## src/rtl/srec_writer.sv

```systemverilog
// Streams a memory region as Motorola S3 records followed by an S7 terminator,
// one ASCII character per char_valid/char_ready handshake.
module srec_writer #(
    parameter int unsigned MAX_DATA_BYTES = 16
) (
    input  logic        clock,
    input  logic        reset,
    input  logic        start,
    input  logic [31:0] base_address,
    input  logic [23:0] length,
    output logic        busy,
    output logic        done,
    output logic [31:0] mem_address,
    output logic        mem_read,
    input  logic [7:0]  mem_data,
    output logic [7:0]  char_data,
    output logic        char_valid,
    input  logic        char_ready
);

    typedef enum logic [3:0] {
        IDLE, TYPE_S, TYPE_DIGIT, COUNT_HI, COUNT_LO, ADDR, FETCH, CAPTURE,
        DATA_HI, DATA_LO, SUM_HI, SUM_LO, CR, LF, DONE
    } state_t;

    state_t      state;
    logic [31:0] cur_addr;
    logic [31:0] rec_addr;
    logic [23:0] remaining;
    logic [7:0]  rec_count;
    logic [7:0]  byte_idx;
    logic [7:0]  sum;
    logic [7:0]  data_byte;
    logic [2:0]  nib;
    logic        is_s7;

    logic        accept;
    logic        last;
    logic [7:0]  rec_n;
    logic [31:0] rec_a;
    logic [7:0]  sum_init;
    logic [7:0]  count_field;
    logic [7:0]  checksum;
    logic [2:0]  next_nib;
    logic [3:0]  next_addr_nib;

    function automatic logic [7:0] hex(input logic [3:0] n);
        return (n < 4'd10) ? (8'h30 + {4'h0, n}) : (8'h37 + {4'h0, n});
    endfunction

    // The S7 terminator is treated as a record with zero data bytes and address 0,
    // which yields count 05 and checksum FA through the common path.
    always_comb begin
        accept        = char_valid & char_ready;
        last          = (remaining == '0);
        rec_n         = last ? 8'd0 :
                        (remaining > 24'(MAX_DATA_BYTES)) ? 8'(MAX_DATA_BYTES) : remaining[7:0];
        rec_a         = last ? '0 : cur_addr;
        sum_init      = (rec_n + 8'd5) + rec_a[31:24] + rec_a[23:16] + rec_a[15:8] + rec_a[7:0];
        count_field   = rec_count + 8'd5;
        checksum      = ~sum;
        next_nib      = nib - 3'd1;
        next_addr_nib = rec_addr[{next_nib, 2'b00} +: 4];
    end

    always_ff @(posedge clock) begin
        if (reset) begin
            state       <= IDLE;
            busy        <= 1'b0;
            done        <= 1'b0;
            char_valid  <= 1'b0;
            char_data   <= '0;
            mem_read    <= 1'b0;
            mem_address <= '0;
            cur_addr    <= '0;
            rec_addr    <= '0;
            remaining   <= '0;
            rec_count   <= '0;
            byte_idx    <= '0;
            sum         <= '0;
            data_byte   <= '0;
            nib         <= '0;
            is_s7       <= 1'b0;
        end else begin
            done <= 1'b0;
            case (state)
                IDLE: begin
                    if (start) begin
                        cur_addr   <= base_address;
                        remaining  <= length;
                        busy       <= 1'b1;
                        char_valid <= 1'b1;
                        char_data  <= 8'h53;
                        state      <= TYPE_S;
                    end
                end
                TYPE_S: begin
                    // Record parameters are latched while 'S' is on the output.
                    is_s7     <= last;
                    rec_count <= rec_n;
                    byte_idx  <= rec_n;
                    rec_addr  <= rec_a;
                    sum       <= sum_init;
                    if (accept) begin
                        char_data <= last ? 8'h37 : 8'h33;
                        state     <= TYPE_DIGIT;
                    end
                end
                TYPE_DIGIT: if (accept) begin
                    char_data <= hex(count_field[7:4]);
                    state     <= COUNT_HI;
                end
                COUNT_HI: if (accept) begin
                    char_data <= hex(count_field[3:0]);
                    state     <= COUNT_LO;
                end
                COUNT_LO: if (accept) begin
                    nib       <= 3'd7;
                    char_data <= hex(rec_addr[31:28]);
                    state     <= ADDR;
                end
                ADDR: if (accept) begin
                    if (nib != 3'd0) begin
                        nib       <= next_nib;
                        char_data <= hex(next_addr_nib);
                    end else if (byte_idx != '0) begin
                        char_valid  <= 1'b0;
                        mem_read    <= 1'b1;
                        mem_address <= cur_addr;
                        state       <= FETCH;
                    end else begin
                        char_data <= hex(checksum[7:4]);
                        state     <= SUM_HI;
                    end
                end
                FETCH: begin
                    mem_read <= 1'b0;
                    cur_addr <= cur_addr + 32'd1;
                    state    <= CAPTURE;
                end
                CAPTURE: begin
                    data_byte  <= mem_data;
                    sum        <= sum + mem_data;
                    remaining  <= remaining - 24'd1;
                    byte_idx   <= byte_idx - 8'd1;
                    char_valid <= 1'b1;
                    char_data  <= hex(mem_data[7:4]);
                    state      <= DATA_HI;
                end
                DATA_HI: if (accept) begin
                    char_data <= hex(data_byte[3:0]);
                    state     <= DATA_LO;
                end
                DATA_LO: if (accept) begin
                    if (byte_idx != '0) begin
                        char_valid  <= 1'b0;
                        mem_read    <= 1'b1;
                        mem_address <= cur_addr;
                        state       <= FETCH;
                    end else begin
                        char_data <= hex(checksum[7:4]);
                        state     <= SUM_HI;
                    end
                end
                SUM_HI: if (accept) begin
                    char_data <= hex(checksum[3:0]);
                    state     <= SUM_LO;
                end
                SUM_LO: if (accept) begin
                    char_data <= 8'h0D;
                    state     <= CR;
                end
                CR: if (accept) begin
                    char_data <= 8'h0A;
                    state     <= LF;
                end
                LF: if (accept) begin
                    if (!is_s7) begin
                        char_data <= 8'h53;
                        state     <= TYPE_S;
                    end else begin
                        char_valid <= 1'b0;
                        char_data  <= '0;
                        done       <= 1'b1;
                        state      <= DONE;
                    end
                end
                DONE: begin
                    busy  <= 1'b0;
                    state <= IDLE;
                end
                default: state <= IDLE;
            endcase
        end
    end

endmodule

```

## config.mk

```make
export PLATFORM = sky130hd
export DESIGN_NAME = srec_writer
export DESIGN_NICKNAME = d
export VERILOG_FILES = /design/src/rtl/srec_writer.sv
export SDC_FILE = /design/constraint.sdc
export NUM_CORES = 1
export LEC_CHECK = 0
export ABC_AREA = 1
export BUFFER_PORTS_ARGS = -buffer_cell sky130_fd_sc_hd__buf_2
export CORE_AREA = 2 2 132 134
export CTS_CLUSTER_SIZE = 12
export DETAILED_ROUTE_END_ITERATION = 6
export DIE_AREA = 0 0 134 136
export PLACE_DENSITY = 0.84
export SYNTH_ARGS = -nofsm -noshare
export SYNTH_HDL_FRONTEND = slang
export SYNTH_SLANG_ARGS = --single-unit
```

## constraint.sdc

```tcl
create_clock -name clock -period 8 [get_ports clock]
set_input_delay 1.2 -clock clock [delete_from_list [all_inputs] [get_ports clock]]
set_output_delay 1.2 -clock clock [all_outputs]
set_load 0.02 [all_outputs]
```

==> flow_summary.toml, run 1 <==
[status]
status = "complete, no violations"

[sta]
max_freq_ghz = 0.218
post-route-period-util_pct = 57.2
final.setup.tns_ns = 0
finalMaxSlewViolations = 0
setup_viol = 0
clock-skew-final_ns = 0.0157
worstMarginPinSlew_ns = 0.951
finalHoldViolCount = 0
post-route-min-period_ns = 4.58
slew_headroom_pct = 36.5
grt_setup_unrepaired = "false"

[floorplan]
die_area_mm2 = 0.0182
die_h_um = 136
initial_core_util_pct = 63.3
rows = 48
coreArea_mm2 = 0.0169
io_pins = 112
die_w_um = 134

[clock_tree]
cts_tree = "done"
cts_hold_buffers = 0
cts.sinks = 168
htree_num_levels = 4
clk_latency_ns = 0.45
path_clk_slew_ns = 0.07
post_cts_buffers = 0
clockRootBuffer = "clkbuf_16"
cts-buffers-inserted = 17
cts_resized = 0
cts_buffer_depth = 2

[placed_design]
numPlacedInstances = 1849
gp_congestion = 0.988
io_buffers = 111
place_hpwl_mm = 21.6
postPlaceCellArea_mm2 = 0.0113

[global_routing]
overflow = 0
antenna_found_initial = 0
track_usage_pct = 33.8
grt_max_degree = 79
first_global_vias = 10143
grt_pass1_wl_mm = 49.5

[setup_path]
cp_num_buf_inv = 3
arrival_ns = 4.95
slowest_stage = "fa_1"
cp_max_fo = 39
reg2reg_slack_ns = 3.42
required_ns = 8.37
critical_path.top_delay_family = "adder cells"
endpoint_kind = "flop"
rr_worst_depth = 19
r2r_end = "sum[6]"
path_cells = "inv_1, ha_1, nand2_1, nor2_1, nand3_1, buf_4, nand2_1, fa_1, fa_1, fa_1, inv_1, ha_1, fa_1, nand2_1, nand2_1, a21oi_1, and2_1, o21ai_0, a31oi_1"
cp.depth = 19
start_kind = "flop"
crit_start = "remaining[0]"
max_stage_delay_ns = 0.61
reg2reg_from = "remaining[0]"
setup.worst_path.end = "sum[6]"
path_class = "reg -> reg"

[min_path]
holdPathStages = 2
hp-class = "reg -> reg"

[route]
routed_wl_mm = 30.5
route.vias.total = 10993
routed_via_density = 5.84
drcViolationCount = 0
drt.antenna.violating_nets = 0
first_pass_iters = 7
routedWlPerCell_um = 16.2
dr.first_iter.drc_count = 1137

[synthesis]
synth_fa_ha_area_share_pct = 7.92
syn_avg_cell_area_um2 = 6.79
synth_xor_area_share_pct = 2.86
synth_compound_area_share_pct = 19.9
synth_top_area_share_pct = 31.5
synth.most_common_cell = "nand2_1"
ys_seq_area_share_pct = 31.5
synth_mux_area_share_pct = 0
ys.flop_type = "dfxtp_1"
yosys.area.top_type = "dfxtp_1"
synth-seq-cells = 168
synth_cell_types = 57
ys_warn_count = 0
syn_area_mm2 = 0.0107
synth_top_family_by_area = "simple AND/OR/NAND/NOR gates"
synth_edf_count = 0
async_flop_share_pct = 0
synthTopCellsByCount = "324 x nand2_1, 171 x inv_1, 168 x dfxtp_1"
synthTopCellsByArea = "dfxtp_1 31%, nand2_1 11%, a21oi_1 7.4%, inv_1 6.0%, o21ai_0 5.8%"
syn_inst = 1573
yosys.area_share.simple_pct = 28.3

[cells_and_area]
nFillCells = 1453
drive_gt1_share_pct = 12.9
nNetsFinal = 1766
syn2layout_area_growth_pct = 11.0
stdcell_count = 1881
final_area_mm2 = 0.0119
fin_util_pct = 70.3
n_antenna_cell = 0

[power]
powerDensity_mw_per_mm2 = 315
leakagePower_uw = 0.00503
p_total_uw = 3740
ir_worst_vdd_mv = 0.211

[flow_run]
drv_cap = 0
## cell type report
cell class	count	area (µm²)	share of cell area (%)
tap	225	282	2.37
sequential	168	3360	28.4
timing repair buffer	118	611	5.15
clock buffer	18	439	3.70
clock inverter	14	156	1.32
inverter	186	698	5.89
multi-input combinational	1152	6310	53.2
## cells in the final DEF (no fill, tap or decap), types with 3 or more instances in the layout
cell	instances
nor4_1	6
ha_1	34
and2_1	3
a31oi_1	29
buf_4	8
inv_2	14
o221ai_1	7
inv_6	3
nor2_2	6
a21oi_1	158
nand3_2	3
o22ai_1	5
clkbuf_16	17
nor3_1	27
clkinv_4	4
nand3_1	91
nand2_1	324
o211ai_1	21
xnor2_1	12
inv_1	171
or2_2	6
clkinv_8	4
nand2_2	11
a221oi_1	5
fa_1	21
o21ai_1	10
o21ai_0	123
xor2_1	21
a211oi_1	8
nor2_1	158
dfxtp_1	168
nor2_4	13
buf_2	110
nand4_1	23
## worst min path at each step
stage                        end          from  slack [ns]
floorplan            byte_idx[6]   byte_idx[6]        0.41
global placement     byte_idx[6]   byte_idx[6]        0.42
detailed placement   byte_idx[6]   byte_idx[6]        0.43
CTS                  byte_idx[6]   byte_idx[6]        0.44
global route         byte_idx[6]   byte_idx[6]        0.46
finish              char_data[7]  char_data[7]        0.45
## tightest hold or removal path, stage by stage, from the launching register on
cell     delay (ns)
dfxtp_1        0.31
nand2_1        0.06
a21oi_1        0.04
## where the power goes
part | switching (µW) | total [µW] | leakage [µW] | internal [µW]
clock | 402 | 827 | 0.000287 | 425
sequential | 189 | 1190 | 0.00137 | 1000
combinational | 1130 | 1720 | 0.00338 | 593
total | 1720 | 3740 | 0.00503 | 2020
## per-stage QoR
stage / setup slack [ns] / hold WS [ns]
2_1_floorplan: 3.70 / 0.412
3_3_place_gp: 3.63 / 0.423
3_5_place_dp: 3.49 / 0.432
4_1_cts: 3.48 / 0.444
5_1_grt: 3.15 / 0.465
6_report: 3.42 / 0.449
## cells by family after synthesis
logic type	count (synthesis)
flops	168
compound gates	380
other cells	1
buf+inv	254
simple gates	681
xor+xnor	34
fa+ha+maj	55
## metal layers
| metal | wire (µm) | GRT usage [%] |
|---|---|---|
| met4 | 1160 | 15.2 |
| met3 | 2510 | 6.41 |
| met5 | 0 | 0 |
| met2 | 14000 | 55.4 |
| met1 | 12800 | 43.4 |
## state kept, by name (all words and copies together) (netlist names)
name / count
busy: 1
byte_idx: 8
char_data: 8
char_valid: 1
cur_addr: 32
data_byte: 4
done: 1
is_s7: 1
mem_address: 32
mem_read: 1
nib: 3
rec_addr: 32
rec_count: 8
remaining: 24
state: 4
sum: 8
No activity file was read; power rests on OpenSTA's default activity.
==> inputs of run 2 (changes only) <==
==> config.mk (replaced) <==
export PLATFORM = sky130hd
export DESIGN_NAME = srec_writer
export DESIGN_NICKNAME = d
export VERILOG_FILES = /design/src/rtl/srec_writer.sv
export SDC_FILE = /design/constraint.sdc
export NUM_CORES = 1
export LEC_CHECK = 0
export ABC_AREA = 0
export BUFFER_PORTS_ARGS = -buffer_cell sky130_fd_sc_hd__buf_2
export CORE_AREA = 2 2 135 137
export CTS_CLUSTER_SIZE = 12
export DETAILED_ROUTE_END_ITERATION = 6
export DIE_AREA = 0 0 137 139
export PLACE_DENSITY = 0.8
export SYNTH_ARGS = -nofsm -noshare
export SYNTH_HDL_FRONTEND = slang
export SYNTH_SLANG_ARGS = --single-unit
==> constraint.sdc (replaced) <==
create_clock -name clock -period 4.4 [get_ports clock]
set_input_delay 0.66 -clock clock [delete_from_list [all_inputs] [get_ports clock]]
set_output_delay 0.66 -clock clock [all_outputs]
set_load 0.02 [all_outputs]
==> run 2 against run 1 <==
  * The flow now finishes with violations (setup timing)
  * Synthesized cell count is 13% lower
  * Worst setup slack worse by 3.6 ns
  * Area after synthesis is 2.2% lower
  * Power is 81% higher
  * Final area is 2.2% higher
  * Sequential share of layout area is 0.61 points lower
  * Sequential cell count stayed put
  * Via count is 1.7% lower
  * Count of clock-buffer cells in the layout is 1 higher
  * Maximum frequency is 0.34% higher
  * Hold slack better by 0.0022 ns
  * Critical path type unchanged
==> flow_summary.toml, run 2 <==
[placed_design]
place_ws_ns = -0.178
place_hpwl_mm = 22.3
gp_congestion = 0.961
io_buffers = 111

[global_routing]
antenna_found_initial = 0
track_usage_pct = 32.9
first_global_vias = 10184
grt_max_degree = 87
overflow = 0
grt_pass1_wl_mm = 50.4

[min_path]
min-delay-start = "base_address[17]"
hp-class = "in -> reg"

[route]
dr.first_iter.drc_count = 1296
drt.antenna.violating_nets = 0
drcViolationCount = 0
routed_via_density = 6.31
routed_wl_mm = 31.5
routedWlPerCell_um = 18.4
route.vias.total = 10806
first_pass_iters = 6

[synthesis]
syn_inst = 1375
ys_seq_area_share_pct = 32.2
synthTopCellsByArea = "dfxtp_1 32%, nand2_1 8.5%, a21oi_1 7.9%, nor2_1 4.3%, ha_1 4.1%"
synth.most_common_cell = "nand2_1"
syn_area_mm2 = 0.0104
ys.flop_type = "dfxtp_1"
synth_cell_types = 81
yosys.area.top_type = "dfxtp_1"
syn_avg_cell_area_um2 = 7.60
async_flop_share_pct = 0
synth_edf_count = 0
synthTopCellsByCount = "236 x nand2_1, 168 x dfxtp_1, 164 x a21oi_1"
ys_warn_count = 0
synth-seq-cells = 168
synth_top_area_share_pct = 32.2

[setup_path]
crit_path_frequent_cell = "fa_1"
endpoint_kind = "flop"
crit_start = "remaining[11]"
slowest_stage = "or4_4"
arrival_ns = 4.88
path_class = "reg -> reg"
cp_num_buf_inv = 1
cp_max_fo = 3
reg2reg_from = "remaining[11]"
path_cells = "or4_4, or3_4, a2111oi_4, nand2_1, fa_1, fa_1, fa_1, inv_2, ha_4, a21o_1, a21oi_2, o21bai_1, a21oi_1, xnor2_1, o21ai_1, o221a_2"
max_stage_delay_ns = 0.54
start_kind = "flop"
critical_path.top_delay_family = "adder cells"
required_ns = 4.72

[cells_and_area]
n_antenna_cell = 0
drive_gt1_share_pct = 17.0
seq_area_mm2 = 0.00336
syn2layout_area_growth_pct = 16.0
final_cell_mix = "234 x nand2_1, 167 x dfxtp_1, 162 x a21oi_1, 119 x nor2_1, 110 x buf_2"
reg_top3 = "cur_addr: 32 flops, mem_address: 32 flops, rec_addr: 32 flops"
layout_commonest_cell = "nand2_1"
nNetsFinal = 1593
multiInputGateArea_mm2 = 0.00662
nFillCells = 1453
fin_util_pct = 68.7

[power]
leakagePower_uw = 0.00470
ir_worst_vdd_mv = 0.370
powerDensity_mw_per_mm2 = 558

[sta]
post-route-period-util_pct = 104
finalHoldViolCount = 0
setup_viol = 5
post-route-min-period_ns = 4.56
setup_slack_ns = -0.162
clock-skew-final_ns = 0.0110
grt_setup_unrepaired = "true"
finalMaxSlewViolations = 0
slew_headroom_pct = 27.2
worstMarginPinSlew_ns = 1.09
max_freq_ghz = 0.219

[floorplan]
initial_core_util_pct = 59.2
rows = 49
die_area_mm2 = 0.0190
coreArea_mm2 = 0.0177
die_h_um = 139
io_pins = 112
die_w_um = 137

[clock_tree]
cts.sinks = 168
cts-buffers-inserted = 17
htree_num_levels = 4
cts_tree = "done"
clk_latency_ns = 0.44
cts_hold_buffers = 0
clockRootBuffer = "clkbuf_16"
path_clk_slew_ns = 0.07
cts_buffer_depth = 2

[status]
failed_checks = "setup timing"
status = "finished, violations left"

[flow_run]
drv_cap = 0
-- run 2: path summary, 6_finish.rpt --
path	cells past startpoint	slack (ns)	to
setup reg to reg	16	-0.16	sum[7]
hold reg to reg	2	0.45	rec_addr[14]
hold / removal	3	0.45	cur_addr[17]
setup / recovery	16	-0.16	sum[7]
-- run 2: per-stage QoR --
| step | setup TNS, ns | hold WS (ns) | area [µm²] | std cells | power [µW] |
|---|---|---|---|---|---|
| after global routing | -1.29 | 0.471 | 12100 | 1712 | 7150 |
| after CTS | -0.164 | 0.447 | 12100 | 1710 | 6600 |
| after detailed placement | -0.361 | 0.446 | 11400 | 1669 | 4920 |
| after floorplan | -0.119 | 0.429 | 10500 | 1376 | 4050 |
| final | -0.500 | 0.451 | 12100 | 1712 | 6760 |
| after global placement | -0.0759 | 0.435 | 11400 | 1669 | 4830 |
-- run 2: per-layer routing --
| layer | track usage, % | wire, µm | vias to the layer above | share of wire, % |
|---|---|---|---|---|
| met2 | 53.5 | 15000 | 553 | 48 |
| li1 | - | - | 5103 | - |
| met5 | 0 | 0 | - | 0 |
| met3 | 5.70 | 2420 | 100 | 7.7 |
| met4 | 15.2 | 1150 | 0 | 3.6 |
| met1 | 42.3 | 12900 | 5050 | 41 |
-- run 2: logic make-up (layout without fill, tap and decap cells) --
family	after synthesis	in the layout	synth area share [%]
XOR/XNOR	33	33	2.77
flip-flops	168	168	32.2
adder cells (fa/ha/maj)	55	55	8.09
other	1	2	0.0359
buffers and inverters	145	252	5.38
multiplexers	19	19	2.80
AO/OA/AOI/OAI	391	391	23.5
AND/OR/NAND/NOR	563	563	25.3
-- run 2: timing repair --
item	4_1_cts	5_1_grt
gates resized for setup	2	5
pin swaps	14	18
setup buffers	8	2
gates cloned	1	0
setup endpoints to repair	4	5
hold endpoints to repair	0	0
-- run 2: layout make-up --
cell class | instances | area share, %
multi-input combinational | 1063 | 54.6
sequential | 168 | 27.8
timing repair buffer | 171 | 8.63
clock buffer | 19 | 3.65
tap | 229 | 2.36
inverter | 49 | 1.52
clock inverter | 13 | 1.51
-- run 2: report_power, final --
part | switching [µW] | total, µW | internal, µW
clock | 683 | 1610 | 930
combinational | 1770 | 3120 | 1350
sequential | 305 | 2030 | 1730
-- run 2: worst reg2reg max path, stage by stage, from the launching register on --
cell and delay (ns):
dfxtp_1 0.31, or4_4 0.54, or3_4 0.37, a2111oi_4 0.36
nand2_1 0.13, fa_1 0.52, fa_1 0.43, fa_1 0.51
inv_2 0.05, ha_4 0.20, a21o_1 0.16, a21oi_2 0.15
o21bai_1 0.10, a21oi_1 0.17, xnor2_1 0.15, o21ai_1 0.08
o221a_2 0.24
